$ cat src/rtl/apb_fifo_pkg.sv
// Shared constants for the APB dual-FIFO bridge.
// Register offsets, register bit positions and the IRQ vector type.
package apb_fifo_pkg;

    localparam logic [7:0] OFF_TXDATA   = 8'h00;
    localparam logic [7:0] OFF_RXDATA   = 8'h04;
    localparam logic [7:0] OFF_STATUS   = 8'h08;
    localparam logic [7:0] OFF_CTRL     = 8'h0C;
    localparam logic [7:0] OFF_IRQ_STAT = 8'h10;

    localparam int ST_TX_FULL  = 0;
    localparam int ST_TX_EMPTY = 1;
    localparam int ST_RX_FULL  = 2;
    localparam int ST_RX_EMPTY = 3;
    localparam int ST_TX_CNT   = 8;
    localparam int ST_RX_CNT   = 16;

    localparam int CTRL_TX_FLUSH = 0;
    localparam int CTRL_RX_FLUSH = 1;
    localparam int CTRL_IRQ_EN   = 2;

    localparam int IRQ_TX_EMPTY    = 0;
    localparam int IRQ_RX_NONEMPTY = 1;
    localparam int IRQ_TX_OVF      = 2;
    localparam int IRQ_RX_UDF      = 3;

    typedef logic [3:0] irq_vec_t;

    function automatic logic [31:0] pack_status(
        input logic       tx_full,
        input logic       tx_empty,
        input logic       rx_full,
        input logic       rx_empty,
        input logic [7:0] tx_cnt,
        input logic [7:0] rx_cnt
    );
        logic [31:0] s;
        s = '0;
        s[ST_TX_FULL]  = tx_full;
        s[ST_TX_EMPTY] = tx_empty;
        s[ST_RX_FULL]  = rx_full;
        s[ST_RX_EMPTY] = rx_empty;
        s[ST_TX_CNT +: 8] = tx_cnt;
        s[ST_RX_CNT +: 8] = rx_cnt;
        return s;
    endfunction

endpackage

$ cat src/rtl/apb_fifo_bridge_sync_fifo.sv
// First-word-fall-through synchronous FIFO with flush.
// Pointers carry one extra wrap bit to tell full from empty.
module sync_fifo #(
    parameter int WIDTH = 32,
    parameter int DEPTH = 16,
    localparam int AW = $clog2(DEPTH),
    localparam int CW = $clog2(DEPTH + 1)
) (
    input  logic             clk_i,
    input  logic             rst_ni,
    input  logic             push_i,
    input  logic             pop_i,
    input  logic             flush_i,
    input  logic [WIDTH-1:0] wdata_i,
    output logic [WIDTH-1:0] head_o,
    output logic             full_o,
    output logic             empty_o,
    output logic [CW-1:0]    count_o
);

    logic [AW:0]      wptr_q, wptr_d;
    logic [AW:0]      rptr_q, rptr_d;
    logic [WIDTH-1:0] mem_q [DEPTH];
    logic             do_push;
    logic             do_pop;

    assign empty_o = (wptr_q == rptr_q);
    assign full_o  = (wptr_q[AW] != rptr_q[AW]) &&
                     (wptr_q[AW-1:0] == rptr_q[AW-1:0]);
    assign count_o = CW'(wptr_q - rptr_q);
    assign head_o  = mem_q[rptr_q[AW-1:0]];

    // A flush in the same cycle drops any concurrent push or pop.
    assign do_push = push_i & ~full_o & ~flush_i;
    assign do_pop  = pop_i & ~empty_o & ~flush_i;

    always_comb begin
        wptr_d = wptr_q;
        rptr_d = rptr_q;
        if (flush_i) begin
            wptr_d = '0;
            rptr_d = '0;
        end else begin
            if (do_push) wptr_d = wptr_q + 1'b1;
            if (do_pop)  rptr_d = rptr_q + 1'b1;
        end
    end

    always_ff @(posedge clk_i or negedge rst_ni) begin
        if (!rst_ni) begin
            wptr_q <= '0;
            rptr_q <= '0;
        end else begin
            wptr_q <= wptr_d;
            rptr_q <= rptr_d;
        end
    end

    always_ff @(posedge clk_i) begin
        if (do_push) mem_q[wptr_q[AW-1:0]] <= wdata_i;
    end

endmodule

$ cat src/rtl/apb_fifo_bridge.sv
// APB3 slave with a TX FIFO fed by writes and an RX FIFO drained by reads.
// Zero wait states; status, flush control, sticky errors and a level irq.
module apb_fifo_bridge
    import apb_fifo_pkg::*;
#(
    parameter int DATA_W = 32,
    parameter int DEPTH  = 16,
    parameter int ADDR_W = 5
) (
    input  logic              PCLK,
    input  logic              PRESETn,
    input  logic              PSEL,
    input  logic              PENABLE,
    input  logic              PWRITE,
    input  logic [ADDR_W-1:0] PADDR,
    input  logic [DATA_W-1:0] PWDATA,
    output logic [DATA_W-1:0] PRDATA,
    output logic              PREADY,
    output logic              PSLVERR,
    output logic              tx_valid,
    output logic [DATA_W-1:0] tx_data,
    input  logic              tx_ready,
    input  logic              rx_valid,
    input  logic [DATA_W-1:0] rx_data,
    output logic              rx_ready,
    output logic              irq
);

    localparam int CW = $clog2(DEPTH + 1);

    logic              access;
    logic [ADDR_W-1:0] addr;
    logic              sel_tx, sel_rx, sel_st, sel_ctrl, sel_irq;

    logic              tx_full, tx_empty, rx_full, rx_empty;
    logic [CW-1:0]     tx_cnt, rx_cnt;
    logic [DATA_W-1:0] rx_head;
    logic [31:0]       status;

    logic              tx_push, rx_pop;
    logic              ctrl_wr, irq_wr;
    logic              ovf_set, udf_set;
    logic              tx_flush, rx_flush;

    logic [3:0]        irq_en_q, irq_en_d;
    logic              ovf_q, ovf_d;
    logic              udf_q, udf_d;
    irq_vec_t          irq_stat;
    logic              unused_paddr;

    assign unused_paddr = ^PADDR[1:0];

    assign access   = PSEL & PENABLE;
    assign addr     = {PADDR[ADDR_W-1:2], 2'b00};
    assign sel_tx   = (addr == ADDR_W'(OFF_TXDATA));
    assign sel_rx   = (addr == ADDR_W'(OFF_RXDATA));
    assign sel_st   = (addr == ADDR_W'(OFF_STATUS));
    assign sel_ctrl = (addr == ADDR_W'(OFF_CTRL));
    assign sel_irq  = (addr == ADDR_W'(OFF_IRQ_STAT));

    assign status = pack_status(tx_full, tx_empty, rx_full, rx_empty,
                                8'(tx_cnt), 8'(rx_cnt));

    assign irq_stat[IRQ_TX_EMPTY]    = tx_empty;
    assign irq_stat[IRQ_RX_NONEMPTY] = ~rx_empty;
    assign irq_stat[IRQ_TX_OVF]      = ovf_q;
    assign irq_stat[IRQ_RX_UDF]      = udf_q;

    assign PREADY   = 1'b1;
    assign tx_valid = ~tx_empty;
    assign rx_ready = ~rx_full;
    assign irq      = |(irq_stat & irq_en_q);

    always_comb begin
        PRDATA  = '0;
        PSLVERR = 1'b0;
        tx_push = 1'b0;
        rx_pop  = 1'b0;
        ctrl_wr = 1'b0;
        irq_wr  = 1'b0;
        ovf_set = 1'b0;
        udf_set = 1'b0;
        if (access) begin
            unique case (1'b1)
                sel_tx: begin
                    if (!PWRITE) begin
                        PSLVERR = 1'b1;
                    end else if (tx_full) begin
                        PSLVERR = 1'b1;
                        ovf_set = 1'b1;
                    end else begin
                        tx_push = 1'b1;
                    end
                end
                sel_rx: begin
                    if (PWRITE) begin
                        PSLVERR = 1'b1;
                    end else if (rx_empty) begin
                        PSLVERR = 1'b1;
                        udf_set = 1'b1;
                    end else begin
                        PRDATA = rx_head;
                        rx_pop = 1'b1;
                    end
                end
                sel_st: begin
                    if (PWRITE) PSLVERR = 1'b1;
                    else        PRDATA  = DATA_W'(status);
                end
                sel_ctrl: begin
                    if (PWRITE) ctrl_wr = 1'b1;
                    else        PRDATA  = DATA_W'({irq_en_q, 2'b00});
                end
                sel_irq: begin
                    if (PWRITE) irq_wr = 1'b1;
                    else        PRDATA = DATA_W'(irq_stat);
                end
                default: PSLVERR = 1'b1;
            endcase
        end
    end

    assign tx_flush = ctrl_wr & PWDATA[CTRL_TX_FLUSH];
    assign rx_flush = ctrl_wr & PWDATA[CTRL_RX_FLUSH];

    // Setting a sticky flag wins over a same-cycle W1C.
    always_comb begin
        irq_en_d = irq_en_q;
        ovf_d    = ovf_q;
        udf_d    = udf_q;
        if (ctrl_wr) irq_en_d = PWDATA[CTRL_IRQ_EN +: 4];
        if (irq_wr && PWDATA[IRQ_TX_OVF]) ovf_d = 1'b0;
        if (irq_wr && PWDATA[IRQ_RX_UDF]) udf_d = 1'b0;
        if (ovf_set) ovf_d = 1'b1;
        if (udf_set) udf_d = 1'b1;
    end

    always_ff @(posedge PCLK or negedge PRESETn) begin
        if (!PRESETn) begin
            irq_en_q <= '0;
            ovf_q    <= 1'b0;
            udf_q    <= 1'b0;
        end else begin
            irq_en_q <= irq_en_d;
            ovf_q    <= ovf_d;
            udf_q    <= udf_d;
        end
    end

    sync_fifo #(
        .WIDTH(DATA_W),
        .DEPTH(DEPTH)
    ) u_tx_fifo (
        .clk_i   (PCLK),
        .rst_ni  (PRESETn),
        .push_i  (tx_push),
        .pop_i   (tx_ready),
        .flush_i (tx_flush),
        .wdata_i (PWDATA),
        .head_o  (tx_data),
        .full_o  (tx_full),
        .empty_o (tx_empty),
        .count_o (tx_cnt)
    );

    sync_fifo #(
        .WIDTH(DATA_W),
        .DEPTH(DEPTH)
    ) u_rx_fifo (
        .clk_i   (PCLK),
        .rst_ni  (PRESETn),
        .push_i  (rx_valid),
        .pop_i   (rx_pop),
        .flush_i (rx_flush),
        .wdata_i (rx_data),
        .head_o  (rx_head),
        .full_o  (rx_full),
        .empty_o (rx_empty),
        .count_o (rx_cnt)
    );

endmodule

$ cat config.mk
export PLATFORM = sky130hd
export DESIGN_NAME = apb_fifo_bridge
export DESIGN_NICKNAME = d
export VERILOG_FILES = /design/src/rtl/apb_fifo_pkg.sv /design/src/rtl/apb_fifo_bridge_sync_fifo.sv /design/src/rtl/apb_fifo_bridge.sv
export SDC_FILE = /design/constraint.sdc
export NUM_CORES = 1
export LEC_CHECK = 0
export CAP_MARGIN = 25
export CORE_UTILIZATION = 27
export CTS_CLUSTER_SIZE = 16
export DETAILED_ROUTE_END_ITERATION = 8
export DONT_BUFFER_PORTS = 1
export SETUP_SLACK_MARGIN = 0.5
export SKIP_CTS_REPAIR_TIMING = 1
export SLEW_MARGIN = 5
export SYNTH_ARGS = -nofsm -noshare
export SYNTH_HDL_FRONTEND = slang
export SYNTH_SLANG_ARGS = --single-unit
$ cat constraint.sdc
create_clock -name PCLK -period 5.9 [get_ports PCLK]
set_input_delay 1.77 -clock PCLK [delete_from_list [all_inputs] [get_ports PCLK]]
set_output_delay 1.77 -clock PCLK [all_outputs]
set_load 0.005 [all_outputs]
==> out/metrics.yaml <==
sta:
  setup_tns_ps: 0
  hold_violations: 0
  setup_viol: 0
  timing.slew.headroom_pct: 29.43
  period_minus_slack_ps: 5155
  fmax_mhz: 194.0
  finalCritPeriodShare_pct: 87.37
  finClkSkew_ps: 77.83
  finalMaxSlewViolations: 0
  rsz0062_at_grt: "no"
  worst_pin_slew_ps: 1056
synthesis:
  synth_fp_nets: 1901
  synth_edf_count: 1024
  ys_seq_area_share_pct: 77.17
  ys_seq_elements: 1050
  ys_async_sr_fraction_pct: 2.476
  synth_xor_area_share_pct: 0.5166
  synthFlopType: "edfxtp_1"
  netlist-cell-type-count: 50
  synth_top_area_share_pct: 75.57
  yosys.area_share.adder_pct: 0.6519
  yosys.area.top_type: "edfxtp_1"
  synth_top_family_by_area: "multiplexers"
  synthSimpleGateAreaFrac_pct: 2.029
  muxShareOfSynthArea_pct: 16.47
  yosys-top-cells-area: "edfxtp_1 76%, mux4_2 16%, dfrtp_1 1.6%, a22o_1 0.58%, nand2_1 0.57%"
  syn_area_per_cell_sq_um: 22.54
  synth_compound_area_share_pct: 1.956
  synth_area_sq_um: 40690
  syn_inst: 1805
  synth_warnings: 0
hold_path:
  min_from: "irq_en_q[2]"
  min_to: "irq_en_q[2]"
  hold_path.class: "flop to flop"
  hold_depth: 1
detailed_routing:
  firstDrtPassIters: 5
  drc: 0
  wl_per_cell_um: 24.09
  vias_per_cell: 4.642
  drtAntennaViolNets: 0
  drt_iter0_drc: 1469
  routed_wl_um: 95940
  via_count: 18485
finish:
  seq_area_sq_um: 31420
  nFillCells: 14109
  drive_above_1_share_pct: 28.18
  area_growth_pct: 15.52
  antenna_cells: 0
  nNetsFinal: 1979
  multiInputGateArea_sq_um: 9091
power_and_ir_drop:
  peakVddDrop_uv: 371.3
  p_int_uw: 14320
  power.share.clock_pct: 31.8
  pwr_density_cell_nw_per_um2: 420.0
  pwr-share-comb_pct: 23.2
  power.leakage_uw: 0.01436
  switching_share_pct: 27.48
  power.total_uw: 19740
  p_sw_uw: 5425
  p_seq_share_pct: 45.0
placement:
  place_hpwl_um: 53640
  gp_congestion: 0.8094
  io_buffers: 0
worst_setup_path:
  required_ps: 4130
  crit_type: "flop to primary output"
  crit_family: "compound AO/OA/AOI/OAI gates"
  endpoint_kind: "primary output"
  r2r_slack_ps: 1480
  cp_common_cell: "o21ai_0"
  worstSetupStartpointType: "flop"
  cp_max_fo: 114
  rr_worst_depth: 6
  path_buf_inv: 1
  crit_chain: "buf_16, mux4_2, a22o_1, o21ai_0, o21ai_0"
  slowest_stage: "mux4_2"
  r2r_end: "u_tx_fifo.mem_q[2][7]"
  crit_path_max_incr_delay_ps: 610
  critical_path_arrival_ps: 3380
  reg2reg_from: "u_tx_fifo.rptr_q[0]"
clocking:
  clk_pin_slew_ps: 60
  worstSkewPairLatency_ps: 730
  cts_tree: "built"
  h-tree-depth: 3
  clockBufferDepth: 3
  cts_made_buffers: 100
  cts_root_buf: "clkbuf_16"
  cts_sinks: 1050
die:
  dieArea_sq_um: 152300
  ioPinCount: 145
  die_w_um: 390.2
  initial_core_util_pct: 27.17
  coreArea_sq_um: 149800
  fp-row-count: 142
  chipHeight_um: 390.2
grt:
  grt_overflow_total: 0
  grt_max_degree: 132
  grt_use_total_pct: 12.51
  grt_pass1_wl_um: 137100
  antenna_found_initial: 3
  grt_pass1_vias: 19652
run:
  maxCapViolations: 0
status:
  status: "finished, final reports clean"
worst max path at each step:
stage               cells past startpoint                      to  slack [ps]                start
detailed placement                      4              PRDATA[17]         630               PWRITE
global placement                        5              PRDATA[31]         640               PWRITE
CTS                                     6              PRDATA[31]         360  u_rx_fifo.rptr_q[0]
finish                                  5               PRDATA[8]         750  u_rx_fifo.rptr_q[1]
global route                            7              PRDATA[12]         540  u_tx_fifo.rptr_q[0]
floorplan                               5  u_tx_fifo.mem_q[14][0]        1040             PADDR[3]
through the flow:
step | cell area, sq um | setup slack, ps | util [%] | instances | hold WS, ps
final | 47010 | 745.2 | 31.39 | 3982 | 533.8
after global routing | 47010 | 541.0 | 31.39 | 3982 | 555.8
after CTS | 46960 | 361.1 | 31.35 | 3981 | 537.9
after detailed placement | 43720 | 631.7 | 29.19 | 3796 | 522.5
after global placement | 43720 | 636.4 | 29.19 | 3796 | 529.2
after floorplan | 40730 | 1039 | - | 1805 | 479.7
synth_stat cells, types with 14 or more instances:
master	instances
edfxtp_1	1024
mux4_2	288
nand2_1	62
nor2_1	49
clkbuf_1	42
buf_2	34
o21ai_0	31
a22o_1	27
dfrtp_1	26
ha_1	18
a211oi_1	17
a21oi_1	17
and3_1	17
mux2i_1	17
inv_1	15
buf_1	14
per-layer routing:
| metal | vias up | global-route usage, % | share of wire (%) | wire, um |
|---|---|---|---|---|
| met1 | 9967 | 15.16 | 39 | 37120 |
| li1 | 7776 | - | - | - |
| met3 | 130 | 4.646 | 9.4 | 9052 |
| met2 | 608 | 20.99 | 50 | 47840 |
| met4 | 4 | 3.094 | 2.0 | 1902 |
| met5 | - | 0 | 0.028 | 27 |
kinds of logic after synthesis:
family,Yosys count
DFF,1050
muxes,309
and+or+nand+nor,174
AOI/OAI and AO/OA,114
buffers and inverters,113
xor gates and xnor gates,24
adders and majority gates,20
other,1
power by group through the flow:
stage	Sequential (uW)	Clock [uW]	Combinational (uW)
2_1_floorplan	8850	0	3480
3_3_place_gp	9040	0	4580
3_5_place_dp	9080	0	4630
4_1_cts	8920	6400	4650
5_1_grt	8930	6690	4930
6_report	8890	6280	4570
registers in the layout, indices dropped and copies added (netlist names):
signal	cells
u_rx_fifo.mem_q	512
u_tx_fifo.mem_q	512
u_rx_fifo.rptr_q	5
u_rx_fifo.wptr_q	5
u_tx_fifo.rptr_q	5
u_tx_fifo.wptr_q	5
irq_en_q	4
ovf_q	1
udf_q	1
cell usage in the layout, fill, tap and decap left out, types with 7 or more instances in the layout:
| master | instances |
|---|---|
| clkbuf_1 | 20 |
| dfrtp_1 | 19 |
| bufinv_16 | 8 |
| and3_1 | 17 |
| mux2i_1 | 17 |
| mux4_2 | 288 |
| ha_1 | 18 |
| clkbuf_16 | 100 |
| a21oi_1 | 17 |
| xnor2_1 | 13 |
| a22oi_1 | 7 |
| nand2_1 | 61 |
| nor2_1 | 25 |
| clkinv_2 | 15 |
| nand4_1 | 10 |
| o21ai_0 | 28 |
| buf_12 | 8 |
| buf_4 | 58 |
| nor3_4 | 8 |
| edfxtp_1 | 1024 |
| a22o_1 | 27 |
| inv_1 | 15 |
| nor2_4 | 24 |
| xor2_1 | 11 |
| clkinv_1 | 27 |
| a211oi_1 | 15 |
final cells by class:
type / instances / area share, %
Inverter: 18 / 0.1437
Sequential cell: 1050 / 66.84
Clock buffer: 120 / 5.483
Multi-Input combinational cell: 642 / 19.34
Clock inverter: 65 / 1.405
Tap cell: 2016 / 5.366
Timing Repair Buffer: 71 / 1.421
Note: power is estimated with default switching activity, not from simulation.
